$ cat src/rtl/fifo_wr_arbiter.sv
// fifo_wr_arbiter
//   Round-robin arbiter that shares one synchronous FIFO write port among N_REQ
//   valid/ready producers. A requester that wins arbitration may hold the port
//   for up to BURST_LEN consecutive beats. A credit counter mirrors the FIFO
//   free space so that no write is ever issued into a full FIFO. The FIFO write
//   strobe and write data come straight from registers.
//
// Ports
//   clk          : clock
//   hw_rst       : asynchronous active-low reset
//   sw_rst       : synchronous active-low soft clear (pulsed with the FIFO soft reset)
//   req_valid    : per-requester data valid
//   req_last     : per-requester last beat of the current burst
//   req_data     : requester i data at [i*DATA_WIDTH +: DATA_WIDTH]
//   req_ready    : per-requester accept (combinational)
//   fifo_wr_en   : registered FIFO write strobe
//   fifo_wr_data : registered FIFO write data
//   fifo_rd_pop  : one FIFO entry was freed this cycle
//   credits      : free FIFO entries as seen by the arbiter
//   grant_id     : current / last owner index
//   busy         : high while a burst holds the port (LOCK state)
//   credit_err   : sticky, a pop arrived while credits were already full

module fifo_wr_arbiter #(
  parameter int unsigned N_REQ      = 4,
  parameter int unsigned DATA_WIDTH = 32,
  parameter int unsigned DEPTH      = 32,
  parameter int unsigned ADDR_WIDTH = 5,
  parameter int unsigned BURST_LEN  = 4
) (
  input  logic                          clk,
  input  logic                          hw_rst,
  input  logic                          sw_rst,
  input  logic [N_REQ-1:0]              req_valid,
  input  logic [N_REQ-1:0]              req_last,
  input  logic [N_REQ*DATA_WIDTH-1:0]   req_data,
  output logic [N_REQ-1:0]              req_ready,
  output logic                          fifo_wr_en,
  output logic [DATA_WIDTH-1:0]         fifo_wr_data,
  input  logic                          fifo_rd_pop,
  output logic [ADDR_WIDTH:0]           credits,
  output logic [$clog2(N_REQ)-1:0]      grant_id,
  output logic                          busy,
  output logic                          credit_err
);

  localparam int unsigned ID_W   = $clog2(N_REQ);
  localparam int unsigned CRED_W = ADDR_WIDTH + 1;
  localparam int unsigned BEAT_W = $clog2(BURST_LEN + 1);

  typedef enum logic [0:0] {
    ST_ARB  = 1'b0,
    ST_LOCK = 1'b1
  } state_t;

  // State and datapath registers
  state_t                r_state;
  logic [ID_W-1:0]       r_rr_ptr;
  logic [ID_W-1:0]       r_grant_id;
  logic [BEAT_W-1:0]     r_beat_cnt;
  logic [CRED_W-1:0]     r_credits;
  logic                  r_wr_en;
  logic [DATA_WIDTH-1:0] r_wr_data;
  logic                  r_credit_err;

  // Next-state and combinational signals
  state_t                w_state_nxt;
  logic [ID_W-1:0]       w_rr_ptr_nxt;
  logic [ID_W-1:0]       w_grant_id_nxt;
  logic [BEAT_W-1:0]     w_beat_cnt_nxt;
  logic [CRED_W-1:0]     w_credits_nxt;
  logic                  w_credit_err_nxt;
  logic [N_REQ-1:0]      w_ready;
  logic [N_REQ-1:0]      w_ready_gated;
  logic                  w_accept;
  logic [ID_W-1:0]       w_sel;
  logic [DATA_WIDTH-1:0] w_sel_data;
  logic [ID_W-1:0]       w_cand;
  logic [ID_W-1:0]       w_winner;
  logic                  w_winner_vld;
  logic                  w_cred_ok;
  logic                  w_cred_full;
  logic                  w_pop_ok;

  // Round-robin search: first valid requester after rr_ptr, wrapping modulo N_REQ
  always_comb begin : p_winner
    w_cand       = '0;
    w_winner     = '0;
    w_winner_vld = 1'b0;
    for (int unsigned k = 1; k <= N_REQ; k++) begin
      w_cand = ID_W'((32'(r_rr_ptr) + k) % N_REQ);
      if (!w_winner_vld && req_valid[w_cand]) begin
        w_winner     = w_cand;
        w_winner_vld = 1'b1;
      end
    end
  end

  assign w_cred_ok   = (r_credits != '0);
  assign w_cred_full = (r_credits == CRED_W'(DEPTH));

  // Arbitration FSM: next state, pointer, ownership, beat count and readies
  always_comb begin : p_fsm_nxt
    w_state_nxt    = r_state;
    w_rr_ptr_nxt   = r_rr_ptr;
    w_grant_id_nxt = r_grant_id;
    w_beat_cnt_nxt = r_beat_cnt;
    w_ready        = '0;
    w_sel          = r_grant_id;

    case (r_state)
      ST_ARB: begin
        if (w_winner_vld && w_cred_ok) begin
          w_ready[w_winner] = 1'b1;
          w_sel             = w_winner;
          w_grant_id_nxt    = w_winner;
          w_beat_cnt_nxt    = BEAT_W'(1);
          if (req_last[w_winner] || (BURST_LEN == 1)) begin
            w_rr_ptr_nxt = w_winner;
          end else begin
            w_state_nxt = ST_LOCK;
          end
        end
      end

      ST_LOCK: begin
        if (!req_valid[r_grant_id]) begin
          // Owner went idle mid-burst: release rather than hold a bubble
          w_state_nxt  = ST_ARB;
          w_rr_ptr_nxt = r_grant_id;
        end else if (w_cred_ok) begin
          w_ready[r_grant_id] = 1'b1;
          w_beat_cnt_nxt      = r_beat_cnt + BEAT_W'(1);
          if (req_last[r_grant_id] || ((32'(r_beat_cnt) + 32'd1) == BURST_LEN)) begin
            w_state_nxt  = ST_ARB;
            w_rr_ptr_nxt = r_grant_id;
          end
        end
        // credits==0 with valid owner: stall, keep ownership and beat count
      end

      default: begin
        w_state_nxt = ST_ARB;
      end
    endcase
  end

  // Readies are held low while the hard reset is asserted
  assign w_ready_gated = w_ready & {N_REQ{hw_rst}};
  assign w_accept      = |(req_valid & w_ready_gated);

  // Data of the accepted requester
  always_comb begin : p_data_mux
    w_sel_data = req_data[32'(w_sel)*DATA_WIDTH +: DATA_WIDTH];
  end

  // Credit accounting: debit at accept, credit on pop, saturate at DEPTH
  always_comb begin : p_credit_nxt
    w_pop_ok         = fifo_rd_pop && !w_cred_full;
    w_credits_nxt    = r_credits - CRED_W'(w_accept) + CRED_W'(w_pop_ok);
    w_credit_err_nxt = r_credit_err | (fifo_rd_pop & w_cred_full);
  end

  // State register with async hard reset and sync soft clear
  always_ff @(posedge clk or negedge hw_rst) begin : p_regs
    if (!hw_rst) begin
      r_state      <= ST_ARB;
      r_rr_ptr     <= ID_W'(N_REQ - 1);
      r_grant_id   <= '0;
      r_beat_cnt   <= '0;
      r_credits    <= CRED_W'(DEPTH);
      r_wr_en      <= 1'b0;
      r_wr_data    <= '0;
      r_credit_err <= 1'b0;
    end else if (!sw_rst) begin
      r_state      <= ST_ARB;
      r_rr_ptr     <= ID_W'(N_REQ - 1);
      r_grant_id   <= '0;
      r_beat_cnt   <= '0;
      r_credits    <= CRED_W'(DEPTH);
      r_wr_en      <= 1'b0;
      r_wr_data    <= '0;
      r_credit_err <= 1'b0;
    end else begin
      r_state      <= w_state_nxt;
      r_rr_ptr     <= w_rr_ptr_nxt;
      r_grant_id   <= w_grant_id_nxt;
      r_beat_cnt   <= w_beat_cnt_nxt;
      r_credits    <= w_credits_nxt;
      r_wr_en      <= w_accept;
      r_wr_data    <= w_accept ? w_sel_data : r_wr_data;
      r_credit_err <= w_credit_err_nxt;
    end
  end

  assign req_ready    = w_ready_gated;
  assign fifo_wr_en   = r_wr_en;
  assign fifo_wr_data = r_wr_data;
  assign credits      = r_credits;
  assign grant_id     = r_grant_id;
  assign busy         = (r_state == ST_LOCK);
  assign credit_err   = r_credit_err;

endmodule

$ cat config.mk
export PLATFORM = sky130hd
export DESIGN_NAME = fifo_wr_arbiter
export DESIGN_NICKNAME = d
export VERILOG_FILES = /design/src/rtl/fifo_wr_arbiter.sv
export SDC_FILE = /design/constraint.sdc
export NUM_CORES = 1
export LEC_CHECK = 0
export CORE_ASPECT_RATIO = 0.75
export CORE_MARGIN = 8
export CORE_UTILIZATION = 29
export CTS_CLUSTER_SIZE = 20
export DETAILED_ROUTE_END_ITERATION = 10
export HOLD_SLACK_MARGIN = 0.06
export PLACE_DENSITY = 0.72
export REMOVE_ABC_BUFFERS = 1
export SYNTH_ARGS = -nofsm -noshare
export SYNTH_HDL_FRONTEND = slang
export SYNTH_SLANG_ARGS = --single-unit
$ cat constraint.sdc
create_clock -name clk -period 2.6 [get_ports clk]
set_input_delay 0.52 -clock clk [delete_from_list [all_inputs] [get_ports clk]]
set_output_delay 0.52 -clock clk [all_outputs]
set_load 0.005 [all_outputs]
==> run metrics, run 1 <==
worst vdd ir=463 uV; clock tree buffer depth=2; Initial Util=29.5%; FF-to-FF End=credits[4]; Filler cells=1,043; H-tree levels=2; # rows=35; grt ovf=0; Hold WS=0.394 ns; xor/xnor share of the synthesized area=0.972%; worst reg-to-reg setup slack=-0.20 ns; Setup Viol. Count Final=29; r2r worst-path depth=13; post-synth cell types=56; die area=0.0163 mm^2; CTS tree=yes; WP data arrival=2.98 ns; Slowest cell on crit path=or4bb_4; Fmax=0.357 GHz; Area growth, synth to finish=83.2%; Worst Clk Skew=0.00588 ns; met1 wire length=5610 um; Hold Crit Class=input pin to asynchronous set/reset pin; synthesized area=0.00360 mm^2; initial antenna violation count=0; Clock transition at path regs=0.07 ns; WL met2=6930 um; Total GRT Usage=16.7%; fin crit period=2.80 ns; Final Slew Violations=0; Max Fanout on Critical Path=2; ys async rst share=100%; mux contribution to synthesized area=21.1%; # diodes=0; Routability Congestion=0.841; slew of the pin with the lowest slew margin=0.659 ns; Wirelength per Cell=17.7 um; Worst-Skew Late Latency=0.29 ns; Final Hold Fails=0; via count of the routed design=3,883; synthesized instance count=371; Routed Antenna Nets=0; adder-cell area share of the yosys netlist=4.03%; Worst setup SP type=register; final wirelength=13,900 um; core region area=0.0122 mm^2; Seq/Total Area, Yosys=33.4%; Fin Setup TNS=-1.08 ns; Cell Chain, Critical Path=inv_2 -> ha_4 -> or4bb_4 -> nand2_2 -> buf_4 -> nor2_2 -> xnor2_1 -> ha_2 -> fa_2 -> a21oi_2 -> nor2_1 -> or3_1 -> and3_1; Post-DP HPWL=10,500 um; DRT iter0 DRCs=197; highest-count cells in the layout ignoring fill and taps=clkdlybuf4s50_1, nand2_1, mux2i_1; main combinational cell family by area after synthesis=multiplexers; failing checks=setup timing; Nets=767; first-pass GRT wire length=21,500 um; via/cell ratio=4.96; Die Wd=145 um; reg-to-reg startpoint=credits[4]; syn avg cell area=9.71 um^2; clock root cell=clkbuf_16; max-cap violation count=0; number of global-route vias before repair=4,257; CTS buffer count=5; largest net degree at the start of global routing=49; port bufs=186; CTS sink cnt=48; Synth Area in Compound Gates=16.8%; crit path kind=register to register; Pre-antenna DRT Iters=6; num ports=187; DRC Markers=0; Top Metal Used=met4; Die Y=113 um; share of cells above drive strength 1=21.1%; YS warnings=0; Critical Path End Type=register; worst setup margin=-0.201 ns; routed wl met3=1160 um; number of synthesized flops with an enable pin=0; slew margin rel.=56.1%; Lkg Pwr=3.01 nW; Simple-Gate Fraction of Synth Area=17.1%; leading cell type in the layout, fill and taps excluded=clkdlybuf4s50_1; RSZ-0062 raised after global routing=yes; status=complete, but fails checks; Pwr Density=1060 mW/mm^2; CP max stage delay=0.54 ns; flip-flop and latch count after synthesis=48; Synth Flop Type=dfrtp_1; fin crit share=108%; Critical Path RT=2.78 ns
cells by family after synthesis:
family          Yosys count
buf+inv                  37
simple gates            127
compound gates           72
flops                    48
xor+xnor                  4
fa+ha+maj                11
mux                      72
cells in the mapped netlist (2+ instances only):
| master | n | share of area (%) |
|---|---|---|
| clkbuf_1 | 6 | 0.62 |
| nor2b_1 | 9 | 1.6 |
| nand2b_1 | 4 | 0.69 |
| dfstp_2 | 3 | 2.2 |
| nor2_1 | 7 | 0.73 |
| a21oi_1 | 10 | 1.4 |
| xnor2_1 | 2 | 0.49 |
| o211a_1 | 4 | 1.1 |
| a32o_1 | 32 | 8.9 |
| inv_1 | 10 | 1.0 |
| a22o_1 | 2 | 0.49 |
| o32ai_1 | 2 | 0.49 |
| dfrtp_1 | 45 | 31 |
| mux2_2 | 2 | 0.62 |
| nor3_1 | 5 | 0.69 |
| mux2i_1 | 67 | 19 |
| buf_4 | 3 | 0.62 |
| or3_1 | 2 | 0.35 |
| buf_6 | 2 | 0.62 |
| and2_1 | 6 | 1.0 |
| xor2_1 | 2 | 0.49 |
| o21ai_0 | 6 | 0.83 |
| mux4_2 | 2 | 1.2 |
| buf_8 | 5 | 2.1 |
| o211ai_1 | 4 | 0.83 |
| ha_1 | 10 | 3.5 |
| buf_2 | 11 | 1.5 |
| nand2_1 | 80 | 8.3 |
registers in the layout, summed over array words and instances (netlist names):
| name | cells |
|---|---|
| credits | 6 |
| fifo_wr_en | 1 |
| busy | 1 |
| grant_id | 2 |
| fifo_wr_data | 32 |
| credit_err | 1 |
| r_beat_cnt | 3 |
| r_rr_ptr | 2 |
where the power goes:
group	switching, W	total (W)	internal, W
clock network	0.000286	0.000672	0.000386
registers	0.000194	0.00123	0.00104
logic	0.00210	0.00510	0.00300
routing by layer:
metal	vias up	global-route usage, %
met2	162	29.0
met3	13	5.26
met1	1859	19.7
met4	0	3.87
li1	1849	-
met5	-	0
final cells by class:
class / count / area, um^2 / area share (%)
well taps: 166 / 208 / 3.15
flip-flops and latches: 48 / 1200 / 18.3
inverters: 10 / 37.5 / 0.569
clock inverters: 1 / 8.76 / 0.133
repair buffers: 265 / 2730 / 41.4
clock buffers: 7 / 143 / 2.16
multi-input cells: 286 / 2270 / 34.3
critical path: cells and delay by family (launching register included):
kind	cells	cell delay [ns]
AO/OA/AOI/OAI	1	0.12
XOR/XNOR	1	0.12
adder cells (fa/ha/maj)	3	0.67
buffers and inverters	2	0.19
flip-flops	1	0.39
AND/OR/NAND/NOR	6	1.20
worst max-delay path by stage:
stage / start / to / slack [ns]
global placement: req_valid[3] / credits[4] / -0.71
CTS: credits[4] / credits[4] / -0.23
floorplan: credits[5] / fifo_wr_data[0] / -1.29
global route: credits[4] / credits[4] / -0.31
detailed placement: req_valid[3] / credits[4] / -0.78
finish: credits[4] / credits[4] / -0.20
timing repair:
item                                    4_1_cts  5_1_grt
gates cloned                                  4        2
hold buffers                                  0        0
pin swaps                                    33       44
buffers inserted                             12        4
endpoints found under the setup margin       40       40
gates resized for setup                      48       23
metrics by stage:
stage / util, % / area, um^2 / total power, W / std cells / setup slack [ns]
CTS: 53.1 / 6490 / 0.00686 / 778 / -0.232
finish: 54.0 / 6600 / 0.00700 / 783 / -0.201
floorplan: - / 3410 / 0.00334 / 344 / -1.29
global placement: 49.4 / 6030 / 0.00536 / 755 / -0.713
detailed placement: 49.4 / 6030 / 0.00545 / 755 / -0.776
global route: 54.0 / 6600 / 0.00748 / 783 / -0.311
Note: power is estimated with default switching activity, not from simulation.
==> inputs of run 2 (changes only) <==
--- a/config.mk
+++ b/config.mk
@@ -10,7 +10,6 @@
 export CORE_UTILIZATION = 29
 export CTS_CLUSTER_SIZE = 20
 export DETAILED_ROUTE_END_ITERATION = 10
-export HOLD_SLACK_MARGIN = 0.06
 export PLACE_DENSITY = 0.72
 export REMOVE_ABC_BUFFERS = 1
 export SYNTH_ARGS = -nofsm -noshare
==> results of run 2 <==
The final DEF is identical to that of run 1; final timing and power are the same.
